`src/rtl/syn_fgyrus_pcm_fetch_pkg.sv`:
```
// syn_fgyrus_pcm_fetch_pkg: shared types for the Fgyrus PCM fetch path.
// Fetch FSM states, L/R sample-pair struct, address bit-reversal helper.
package syn_fgyrus_pcm_fetch_pkg;

  localparam int PCM_DATA_W    = 32;
  localparam int PCM_ADDR_W    = 7;
  localparam int BIT_REV_MAX_W = 16;

  typedef enum logic [1:0] {
    IDLE,
    FETCH,
    DRAIN
  } pcm_fetch_fsm_t;

  typedef struct packed {
    logic [PCM_DATA_W-1:0] lchnnl;
    logic [PCM_DATA_W-1:0] rchnnl;
  } pcm_smpl_pair_t;

  // Reverses the low w bits of v; bits above w come back as zero.
  function automatic logic [BIT_REV_MAX_W-1:0] bit_rev(
    input logic [BIT_REV_MAX_W-1:0] v,
    input int                       w
  );
    logic [BIT_REV_MAX_W-1:0] r;
    for (int i = 0; i < BIT_REV_MAX_W; i++)
      r[i] = v[BIT_REV_MAX_W-1-i];
    return r >> (BIT_REV_MAX_W - w);
  endfunction

endpackage

```
`src/rtl/syn_fgyrus_pcm_fetch_if.sv`:
```
// syn_fgyrus_pcm_fetch_if: PCM sample-pair stream into the FFT datapath.
// valid/ready, lchnnl, rchnnl, idx, sof, eof; master = fetch, slave = FFT.
interface syn_fgyrus_pcm_fetch_if #(
  parameter int DATA_W = 32,
  parameter int ADDR_W = 7
);
  logic              valid;
  logic              ready;
  logic [DATA_W-1:0] lchnnl;
  logic [DATA_W-1:0] rchnnl;
  logic [ADDR_W-1:0] idx;
  logic              sof;
  logic              eof;

  modport master (
    output valid, lchnnl, rchnnl, idx, sof, eof,
    input  ready
  );

  modport slave (
    input  valid, lchnnl, rchnnl, idx, sof, eof,
    output ready
  );
endinterface

```
`src/rtl/syn_fgyrus_pcm_fifo.sv`:
```
// syn_fgyrus_pcm_fifo: synchronous show-ahead FIFO (sync active-low reset).
// push/wdata in, pop/rdata out (rdata = head), count, full, empty.
module syn_fgyrus_pcm_fifo #(
  parameter  int WIDTH = 71,
  parameter  int DEPTH = 4,
  localparam int AW    = $clog2(DEPTH),
  localparam int CW    = AW + 1
) (
  input  logic             clk,
  input  logic             rst_n,
  input  logic             push,
  input  logic [WIDTH-1:0] wdata,
  input  logic             pop,
  output logic [WIDTH-1:0] rdata,
  output logic [CW-1:0]    count,
  output logic             full,
  output logic             empty
);

  logic [WIDTH-1:0] mem [DEPTH];
  logic [CW-1:0]    wr_ptr;
  logic [CW-1:0]    rd_ptr;

  assign count = wr_ptr - rd_ptr;
  assign empty = (count == '0);
  assign full  = (count == CW'(DEPTH));
  assign rdata = mem[rd_ptr[AW-1:0]];

  always_ff @(posedge clk) begin
    if (!rst_n) begin
      wr_ptr <= '0;
      rd_ptr <= '0;
      for (int i = 0; i < DEPTH; i++)
        mem[i] <= '0;
    end else begin
      if (push && !full) begin
        mem[wr_ptr[AW-1:0]] <= wdata;
        wr_ptr <= wr_ptr + 1'b1;
      end
      if (pop && !empty)
        rd_ptr <= rd_ptr + 1'b1;
    end
  end

  a_no_push_full: assert property (
    @(posedge clk) disable iff (!rst_n) !(push && full)
  );

endmodule

```
`src/rtl/syn_fgyrus_pcm_fetch.sv`:
```
// syn_fgyrus_pcm_fetch: reads a full L/R PCM frame per buffer-ready pulse,
// absorbs RAM read latency in a credit-limited skid FIFO, streams pairs.
// Ports: clk_ir, rst_sync_l, pcm_data_rdy_oh, lmem_*/rmem_* RAM port B,
// smpl (stream master), busy, ovrflw_cnt (saturating dropped pulses).
// Macro SYN_FGYRUS_PCM_BIT_REV_EN: fetch in bit-reversed address order.
module syn_fgyrus_pcm_fetch
  import syn_fgyrus_pcm_fetch_pkg::*;
#(
  parameter int P_PCM_RAM_DATA_W = 32,
  parameter int P_PCM_RAM_ADDR_W = 7,
  parameter int P_RAM_RD_DELAY   = 2,
  parameter int P_FIFO_DEPTH     = 4,
  parameter int P_OVRFLW_CNT_W   = 8
) (
  input  logic                        clk_ir,
  input  logic                        rst_sync_l,
  input  logic                        pcm_data_rdy_oh,
  output logic [P_PCM_RAM_ADDR_W-1:0] lmem_addr,
  output logic                        lmem_rden,
  output logic                        lmem_wren,
  output logic [P_PCM_RAM_DATA_W-1:0] lmem_wdata,
  input  logic [P_PCM_RAM_DATA_W-1:0] lmem_rdata,
  input  logic                        lmem_rd_valid,
  output logic [P_PCM_RAM_ADDR_W-1:0] rmem_addr,
  output logic                        rmem_rden,
  output logic                        rmem_wren,
  output logic [P_PCM_RAM_DATA_W-1:0] rmem_wdata,
  input  logic [P_PCM_RAM_DATA_W-1:0] rmem_rdata,
  input  logic                        rmem_rd_valid,
  syn_fgyrus_pcm_fetch_if.master      smpl,
  output logic                        busy,
  output logic [P_OVRFLW_CNT_W-1:0]   ovrflw_cnt
);

  localparam int D  = P_PCM_RAM_DATA_W;
  localparam int A  = P_PCM_RAM_ADDR_W;
  localparam int CW = $clog2(P_FIFO_DEPTH) + 1;
  localparam int FW = 2 * D + A;
  localparam logic [A-1:0] LAST_IDX = '1;
  localparam logic [CW:0]  DEPTH_C  = (CW + 1)'(P_FIFO_DEPTH);

  pcm_fetch_fsm_t state;
  logic [A-1:0]   issue_cnt;
  logic [A-1:0]   beat_cnt;
  logic [CW-1:0]  outst;
  logic [A-1:0]   idx_pipe [P_RAM_RD_DELAY];
  logic           err;

  logic [A-1:0]   rd_addr;
  logic           rden;
  logic           ret;
  logic           fire;
  logic           eof;

  logic [FW-1:0]  fifo_wdata;
  logic [FW-1:0]  fifo_rdata;
  logic [CW-1:0]  fifo_count;
  logic           fifo_full;
  logic           fifo_empty;

`ifdef SYN_FGYRUS_PCM_BIT_REV_EN
  assign rd_addr = A'(bit_rev(BIT_REV_MAX_W'(issue_cnt), A));
`else
  assign rd_addr = issue_cnt;
`endif

  // Credit: reads in flight plus buffered pairs never exceed the FIFO.
  assign rden = (state == FETCH) &&
                (({1'b0, outst} + {1'b0, fifo_count}) < DEPTH_C);

  // Returns are only legal against an outstanding read; stale returns
  // from before a reset find outst == 0 and are dropped.
  assign ret  = lmem_rd_valid && (state != IDLE) && (outst != '0);
  assign fire = !fifo_empty && smpl.ready;
  assign eof  = !fifo_empty && (beat_cnt == LAST_IDX);

  assign lmem_addr  = rd_addr;
  assign rmem_addr  = rd_addr;
  assign lmem_rden  = rden;
  assign rmem_rden  = rden;
  assign lmem_wren  = 1'b0;
  assign rmem_wren  = 1'b0;
  assign lmem_wdata = '0;
  assign rmem_wdata = '0;

  assign fifo_wdata = {lmem_rdata, rmem_rdata, idx_pipe[P_RAM_RD_DELAY-1]};

  syn_fgyrus_pcm_fifo #(
    .WIDTH (FW),
    .DEPTH (P_FIFO_DEPTH)
  ) u_fifo (
    .clk   (clk_ir),
    .rst_n (rst_sync_l),
    .push  (ret),
    .wdata (fifo_wdata),
    .pop   (fire),
    .rdata (fifo_rdata),
    .count (fifo_count),
    .full  (fifo_full),
    .empty (fifo_empty)
  );

  assign smpl.valid  = !fifo_empty;
  assign smpl.lchnnl = fifo_empty ? '0 : fifo_rdata[FW-1 -: D];
  assign smpl.rchnnl = fifo_empty ? '0 : fifo_rdata[FW-D-1 -: D];
  assign smpl.idx    = fifo_empty ? '0 : fifo_rdata[A-1:0];
  assign smpl.sof    = !fifo_empty && (beat_cnt == '0);
  assign smpl.eof    = eof;
  assign busy        = (state != IDLE);

  always_ff @(posedge clk_ir) begin
    if (!rst_sync_l) begin
      state      <= IDLE;
      issue_cnt  <= '0;
      beat_cnt   <= '0;
      outst      <= '0;
      ovrflw_cnt <= '0;
      err        <= 1'b0;
      for (int i = 0; i < P_RAM_RD_DELAY; i++)
        idx_pipe[i] <= '0;
    end else begin
      unique case (state)
        IDLE: begin
          if (pcm_data_rdy_oh) begin
            state     <= FETCH;
            issue_cnt <= '0;
          end
        end
        FETCH: begin
          if (rden) begin
            issue_cnt <= issue_cnt + 1'b1;
            if (issue_cnt == LAST_IDX)
              state <= DRAIN;
          end
        end
        DRAIN: begin
          if (fire && eof && (outst == '0) && (fifo_count == CW'(1)))
            state <= IDLE;
        end
        default: state <= IDLE;
      endcase

      if (pcm_data_rdy_oh && (state != IDLE) && (ovrflw_cnt != '1))
        ovrflw_cnt <= ovrflw_cnt + 1'b1;

      unique case ({rden, ret})
        2'b10:   outst <= outst + 1'b1;
        2'b01:   outst <= outst - 1'b1;
        default: ;
      endcase

      idx_pipe[0] <= rd_addr;
      for (int i = 1; i < P_RAM_RD_DELAY; i++)
        idx_pipe[i] <= idx_pipe[i-1];

      if (fire)
        beat_cnt <= beat_cnt + 1'b1;

      if (lmem_rd_valid != rmem_rd_valid)
        err <= 1'b1;
    end
  end

  a_rd_valid_match: assert property (
    @(posedge clk_ir) disable iff (!rst_sync_l) !err
  );

  a_no_push_full: assert property (
    @(posedge clk_ir) disable iff (!rst_sync_l) !(ret && fifo_full)
  );

endmodule
```
`src/flat_wrapper.sv`:
```
// flat-port wrapper written by rule: the top's interface ports become plain ports
module syn_fgyrus_pcm_fetch_flat import syn_fgyrus_pcm_fetch_pkg::*;
#(
  parameter int P_PCM_RAM_DATA_W = 32,
  parameter int P_PCM_RAM_ADDR_W = 7,
  parameter int P_RAM_RD_DELAY   = 2,
  parameter int P_FIFO_DEPTH     = 4,
  parameter int P_OVRFLW_CNT_W   = 8
)
  (clk_ir, rst_sync_l, pcm_data_rdy_oh, lmem_addr, lmem_rden, lmem_wren, lmem_wdata, lmem_rdata, lmem_rd_valid, rmem_addr, rmem_rden, rmem_wren, rmem_wdata, rmem_rdata, rmem_rd_valid, busy, ovrflw_cnt, smpl_valid, smpl_lchnnl, smpl_rchnnl, smpl_idx, smpl_sof, smpl_eof, smpl_ready);
  syn_fgyrus_pcm_fetch_if smpl_i ();
  input  logic clk_ir;
  input  logic rst_sync_l;
  input  logic pcm_data_rdy_oh;
  output logic [P_PCM_RAM_ADDR_W-1:0] lmem_addr;
  output logic lmem_rden;
  output logic lmem_wren;
  output logic [P_PCM_RAM_DATA_W-1:0] lmem_wdata;
  input  logic [P_PCM_RAM_DATA_W-1:0] lmem_rdata;
  input  logic lmem_rd_valid;
  output logic [P_PCM_RAM_ADDR_W-1:0] rmem_addr;
  output logic rmem_rden;
  output logic rmem_wren;
  output logic [P_PCM_RAM_DATA_W-1:0] rmem_wdata;
  input  logic [P_PCM_RAM_DATA_W-1:0] rmem_rdata;
  input  logic rmem_rd_valid;
  output logic busy;
  output logic [P_OVRFLW_CNT_W-1:0] ovrflw_cnt;
  output wire logic [$bits(smpl_i.valid)-1:0] smpl_valid;
  output wire logic [$bits(smpl_i.lchnnl)-1:0] smpl_lchnnl;
  output wire logic [$bits(smpl_i.rchnnl)-1:0] smpl_rchnnl;
  output wire logic [$bits(smpl_i.idx)-1:0] smpl_idx;
  output wire logic [$bits(smpl_i.sof)-1:0] smpl_sof;
  output wire logic [$bits(smpl_i.eof)-1:0] smpl_eof;
  input wire logic [$bits(smpl_i.ready)-1:0] smpl_ready;
  assign smpl_valid = smpl_i.valid;
  assign smpl_lchnnl = smpl_i.lchnnl;
  assign smpl_rchnnl = smpl_i.rchnnl;
  assign smpl_idx = smpl_i.idx;
  assign smpl_sof = smpl_i.sof;
  assign smpl_eof = smpl_i.eof;
  assign smpl_i.ready = smpl_ready;
  syn_fgyrus_pcm_fetch #(.P_PCM_RAM_DATA_W(P_PCM_RAM_DATA_W), .P_PCM_RAM_ADDR_W(P_PCM_RAM_ADDR_W), .P_RAM_RD_DELAY(P_RAM_RD_DELAY), .P_FIFO_DEPTH(P_FIFO_DEPTH), .P_OVRFLW_CNT_W(P_OVRFLW_CNT_W)) u_core (.clk_ir(clk_ir), .rst_sync_l(rst_sync_l), .pcm_data_rdy_oh(pcm_data_rdy_oh), .lmem_addr(lmem_addr), .lmem_rden(lmem_rden), .lmem_wren(lmem_wren), .lmem_wdata(lmem_wdata), .lmem_rdata(lmem_rdata), .lmem_rd_valid(lmem_rd_valid), .rmem_addr(rmem_addr), .rmem_rden(rmem_rden), .rmem_wren(rmem_wren), .rmem_wdata(rmem_wdata), .rmem_rdata(rmem_rdata), .rmem_rd_valid(rmem_rd_valid), .smpl(smpl_i), .busy(busy), .ovrflw_cnt(ovrflw_cnt));
endmodule
```
`config.mk`:
```
export PLATFORM = sky130hd
export DESIGN_NAME = syn_fgyrus_pcm_fetch_flat
export DESIGN_NICKNAME = d
export VERILOG_FILES = /design/src/rtl/syn_fgyrus_pcm_fetch_pkg.sv /design/src/rtl/syn_fgyrus_pcm_fetch_if.sv /design/src/rtl/syn_fgyrus_pcm_fifo.sv /design/src/rtl/syn_fgyrus_pcm_fetch.sv /design/src/flat_wrapper.sv
export SDC_FILE = /design/constraint.sdc
export NUM_CORES = 1
export LEC_CHECK = 0
export BUFFER_PORTS_ARGS = -buffer_cell sky130_fd_sc_hd__buf_4
export CORE_MARGIN = 10
export CORE_UTILIZATION = 25
export CTS_BUF_LIST = sky130_fd_sc_hd__clkbuf_8
export CTS_CLUSTER_SIZE = 20
export DETAILED_ROUTE_END_ITERATION = 6
export GPL_TIMING_DRIVEN = 0
export PLACE_DENSITY = 0.4
export SLEW_MARGIN = 20
export SYNTH_ARGS = -nofsm -noshare
export SYNTH_HDL_FRONTEND = slang
export SYNTH_SLANG_ARGS = --single-unit
```
`constraint.sdc`:
```
create_clock -name clk_ir -period 16.5 [get_ports clk_ir]
set_clock_uncertainty 0.15 [all_clocks]
set_input_delay 1.65 -clock clk_ir [delete_from_list [all_inputs] [get_ports clk_ir]]
set_output_delay 1.65 -clock clk_ir [all_outputs]
set_load 0.1 [all_outputs]
```
# After elaboration in Yosys (flattened, before gate mapping)
# Memories as Yosys holds them, arrays and structs flattened. A register that Yosys moved wholly into a read port is not among the register bits.
# Index checks and enable logic that the tools add are counted.
# totals
memories,2
mem_bits_rw,298
reg_bits,33
mem_bits_ro,0
latchBits,0
in_bits,70
out_inout_bits,165
# classes
n_bitwise,2
mul,0
eq_ne,13
n_mux,24
reduce_logical,26
n_lt_le_gt_ge,1
addsub,9
div_mod_pow,0
shift,0
# mem_list
name,words,word_bits,read_ports,rd_ports_with_merged_regs,wr,line,rtl
u_core.u_fifo.mem,4,71,1,1,4,syn_fgyrus_pcm_fifo.sv:20,logic [WIDTH-1:0] mem [DEPTH];
u_core.idx_pipe,2,7,2,0,2,syn_fgyrus_pcm_fetch.sv:46,logic [A-1:0] idx_pipe [P_RAM_RD_DELAY];
# op_table
cell,count
71-bit 2-to-1 mux,1
71-bit OR reduction,1
32-bit 2-to-1 mux,2
7-bit 2-to-1 mux,5
"7-bit by 1-bit adder with 7-bit output, second input constant",2
"7-bit equality test, second input constant",2
2-bit 2-to-1 mux,7
7-bit one-hot mux with 2 select lines,1
1-bit logical AND,13
"3-bit by 1-bit adder with 3-bit output, second input constant",3
"8-bit by 1-bit adder with 8-bit output, second input constant",1
"8-bit inequality test, second input constant",1
7-bit logical NOT,1
3-bit logical NOT,2
1-bit 2-to-1 mux,6
2-bit one-hot mux with 3 select lines,1
3-bit one-hot mux with 2 select lines,1
2-bit nonzero test,3
3-bit by 3-bit adder with 4-bit output,1
"2-bit by 1-bit equality test with 1-bit output, second input constant",2
"2-bit equality test, second input constant",2
"4-bit by 3-bit less-than comparator with 1-bit output, second input constant",1
"2-bit by 1-bit inequality test with 1-bit output, second input constant",2
"2-bit inequality test, second input constant",2
other kinds (10),12

# Depth between registers and ports, before layout
# logic_depth
depth_word,9
mapped_depth,15

# Hierarchy
# A second synthesis with hierarchy kept.
# unflattened
cells_unflattened,1169
hier_area_um2,15232.1
# by_module_without_submodules
module,cells_per_inst,instances,seq_area_each_um2,area_per_inst_um2
syn_fgyrus_pcm_fifo,822,1,8688.3,12401.9
syn_fgyrus_pcm_fetch,347,1,820.8,2830.2

# Worst setup path before layout
# OpenSTA, ideal clock, no wires.
# synth_timing
kind,input port to flip-flop
start,in rst_sync_l
end,mem u_core.u_fifo.mem[0][0] (enable)
setup_time_ns,0.598
path_stages,6
required_ns,15.752
path_slack_ns,8.290
arrival_time_ns,7.462
path_buffers,2
path_cell_list,clkbuf_1 -> inv_1 -> a2111oi_4 -> buf_6 -> nand2_1 -> o21ai_0
# synth_lines
element,line,rtl
start: declaration,flat_wrapper.sv:13,input logic rst_sync_l;
end: declaration,syn_fgyrus_pcm_fifo.sv:20,

# Worst setup path after layout
# layout_timing
start,reg u_core.u_fifo.wr_ptr[0]
end,out smpl_idx[1]
# layout_via
elab_chain_len,3
# layout_rtl
element,line,rtl
start: declaration,syn_fgyrus_pcm_fifo.sv:21,logic [CW-1:0] wr_ptr;
start signal: assignment,syn_fgyrus_pcm_fifo.sv:38,wr_ptr <= wr_ptr + 1'b1;
3-bit subtractor,syn_fgyrus_pcm_fifo.sv:24,assign count = wr_ptr - rd_ptr;
3-bit logical NOT,syn_fgyrus_pcm_fifo.sv:25,assign empty = (count == '0);
7-bit 2-to-1 mux,syn_fgyrus_pcm_fetch.sv:106,assign smpl.idx = fifo_empty ? '0 : fifo_rdata[A-1:0];
end: declaration,flat_wrapper.sv:32,output wire logic [$bits(smpl_i.idx)-1:0] smpl_idx;
# Every way passes these cells.

==> results.cfg <==
[worst_setup_path]
ff2ff_path_depth = 11
path_max_fanout = 10
worst_ep_arrival_time_ps = 3790
critical_path.reg2reg.startpoint = u_core.u_fifo.wr_ptr[0]
timing.critical_path.from_type = flop
criticalPathCategory = reg2out
r2r-end = u_core.u_fifo.mem[1][12]
critical_path_capture_point_type = output pin
rrSetupSlack_ps = 12120
crit_required_ps = 14700

[run]
cap_violations = 0

[timing]
setup-violations-final = 0
timing_max_transition_violations_final = 0
minimum_clock_period_ps = 5590
grt_setup_unrepaired = false
fin_tns_setup_ps = 0
post-route-worst-setup-slack_ps = 10910
timing_limited_maximum_frequency_ghz = 0.179
finalHoldViolations = 0
transition_time_of_the_tightest_slew_check_pin_ps = 1110
timing.final.crit_share_pct = 33.9
relSlewSlack_pct = 26.0

[layout]
post_route_cells_drive_above_1_share_pct = 28.6
layout.cells.most_common_list = sky130_fd_sc_hd__and2_1 (299), sky130_fd_sc_hd__edfxtp_1 (284), sky130_fd_sc_hd__buf_4 (240)
final_core_utilization_pct = 31.8
diodes = 0
layout.nets = 1473
synthToLayoutAreaGrowth_pct = 25.1
layout.cells.most_common = sky130_fd_sc_hd__and2_1

[drt]
route.detailed.wl_per_inst_um = 19.5
num_vias = 9198
via_cell_ratio = 4.13
wirelength_mm = 43.5
route.antenna.remaining_nets = 0
post-route-drc-count = 0
detailedRoute.firstPassIterationCount = 5
detailedRoute.firstIterationViolations = 514

[power]
combinationalPowerShare_pct = 43.6
vdd_drop_max_mv = 0.222
power_density_nw_per_um2 = 156
swShare_pct = 46.3
share_clk_of_total_power_pct = 23.9
p_int_mw = 1.61
seq_power_share_pct = 32.5
post-layout-total-power_mw = 3.00
p_switching_mw = 1.39
power_leakage_nw = 7.54

[floorplanning]
placeableCoreArea_um2 = 60600
floorplan.rows = 90
die_width_um = 268
io_pins = 235
floorplan.initialDensity_pct = 25.4
chipHeight_um = 268
die_area_um2 = 71900

[clock_network]
clock_root_buffer_master = sky130_fd_sc_hd__clkbuf_8
cts.clk_slew.worst_paths_ps = 50
clock_latency_reported_for_the_late_side_of_the_worst_skew_pair_ps = 630
postCtsHoldBufs = 0
tritoncts_sinks = 333
cts_made_buffers = 60
cts.repair_timing.setup_buffer_count = 0
cts_resizes = 0
cts_tree = done
cts-htree-levels = 2
cts-root-to-sink-buffers = 3

[synth]
synth.top_cells.by_area = sky130_fd_sc_hd__edfxtp_1 (55%), sky130_fd_sc_hd__and2_1 (12%), sky130_fd_sc_hd__mux4_2 (10%), sky130_fd_sc_hd__dfxtp_1 (6.4%), sky130_fd_sc_hd__buf_4 (3.6%)
ys_warn_count = 0
ys_dominant_reg_cell = sky130_fd_sc_hd__edfxtp_1
seq_area_frac_synth_pct = 61.8
postSynthCellCount = 1088
synth_top_area_share_pct = 55.4
synth-edff-count = 284
syn-cell-area_um2 = 15400
avgSynthCellArea_um2 = 14.1
ys_types = 45
yosys.area.top_type = sky130_fd_sc_hd__edfxtp_1
postSynthRegisterBits = 333
synth_async_reset_ratio_pct = 0

[hold_path]
hold_path_endpoint = u_core.idx_pipe[0][9]
timing.hold.worst.start = u_core.idx_pipe[0][2]
worst_hold_path.num_cells = 1
timing.hold.worst.class = reg2reg

[placed_design]
port_buffers = 166
globalplace.congestion = 0.744
hpwl_mm = 28.7
pre_cts_slack_ps = 11240

[run_status]
outcome = finished, final reports clean

[grt]
grt_antenna_before_repair = 4
globalRoute.totalOverflow = 0
grt_max_degree = 40
global_route_wire_length_before_repair_mm = 64.2
track_usage_pct = 12.0
first_global_vias = 10007
==> cell families after synthesis <==
kind of cell,Yosys count,synth area share (%)
compound gates,43,1.77
xor+xnor,10,0.675
fa+ha+maj,12,1.07
buf+inv,149,5.56
flops,333,61.8
mux,74,10.6
other cells,1,0.0244
simple gates,466,18.5
==> cell type report <==
type	instances	area (um^2)
Fill cell	6168	41300
Multi-Input combinational cell	671	5300
Inverter	14	52.6
Timing Repair Buffer	176	1500
Buffer	135	803
Sequential cell	333	9510
Tap cell	782	978
Clock buffer	62	853
Clock inverter	52	245
==> through the flow <==
| stage | area [um^2] | instances | hold slack, ps |
|---|---|---|---|
| after floorplan | 15600 | 1153 | 262 |
| after global placement | 17900 | 2101 | 270 |
| after detailed placement | 18100 | 2111 | 269 |
| after CTS | 19200 | 2225 | 282 |
| after global routing | 19200 | 2225 | 288 |
| final | 19200 | 2225 | 282 |
==> routing by layer <==
metal	global-route usage, %	part of all wire [%]
met1	14.8	43
met4	3.21	1.7
met3	3.70	7.3
met5	0	0.11
met2	20.0	48
==> flip-flops by register name, indices dropped and copies added (netlist names), named ones only <==
name,flops
u_core.u_fifo.mem,284
u_core.ovrflw_cnt,8
u_core.u_fifo.rd_ptr,3
u_core.u_fifo.wr_ptr,3
u_core.beat_cnt,7
u_core.lmem_addr,7
u_core.state,2
u_core.idx_pipe,14
u_core.outst,3
==> power groups by stage <==
stage	logic, mW	clock network [mW]	registers [mW]
2_1_floorplan	0.989	0	1.00
3_5_place_dp	1.33	0	0.993
4_1_cts	1.34	0.751	0.975
5_1_grt	1.38	0.788	0.979
6_report	1.31	0.717	0.975
3_3_place_gp	1.32	0	1.00
==> synthesized netlist by cell type, types with 10 or more instances <==
library cell and n:
sky130_fd_sc_hd__inv_1 13, sky130_fd_sc_hd__nor2_1 20, sky130_fd_sc_hd__o21ai_0 14, sky130_fd_sc_hd__mux4_2 71, sky130_fd_sc_hd__and2_1 299, sky130_fd_sc_hd__dfxtp_1 49, sky130_fd_sc_hd__nand2_1 17, sky130_fd_sc_hd__nand3_1 12
sky130_fd_sc_hd__edfxtp_1 284, sky130_fd_sc_hd__clkbuf_1 49, sky130_fd_sc_hd__buf_4 74, sky130_fd_sc_hd__nor2b_1 74, sky130_fd_sc_hd__ha_1 10, sky130_fd_sc_hd__a21oi_1 13
==> worst max-delay path by stage <==
stage,depth (start not counted),end,start
CTS,10,smpl_rchnnl[11],u_core.u_fifo.wr_ptr[0]
detailed placement,7,u_core.u_fifo.mem[1][47],rst_sync_l
global route,12,rmem_rden,u_core.u_fifo.wr_ptr[0]
floorplan,6,u_core.u_fifo.mem[0][0],rst_sync_l
finish,10,smpl_idx[1],u_core.u_fifo.wr_ptr[0]
global placement,6,u_core.u_fifo.mem[0][47],rst_sync_l
==> worst max-delay path, cell delays in order, from the launching register on <==
cell and delay [ps]:
sky130_fd_sc_hd__dfxtp_1 410, sky130_fd_sc_hd__inv_1 130, sky130_fd_sc_hd__ha_1 210, sky130_fd_sc_hd__inv_1 60
sky130_fd_sc_hd__fa_1 470, sky130_fd_sc_hd__nand2b_1 220, sky130_fd_sc_hd__nor2_2 480, sky130_fd_sc_hd__buf_6 230
sky130_fd_sc_hd__clkbuf_1 470, sky130_fd_sc_hd__nor2b_1 180, sky130_fd_sc_hd__buf_4 280
No activity file was read; power rests on OpenSTA's default activity.
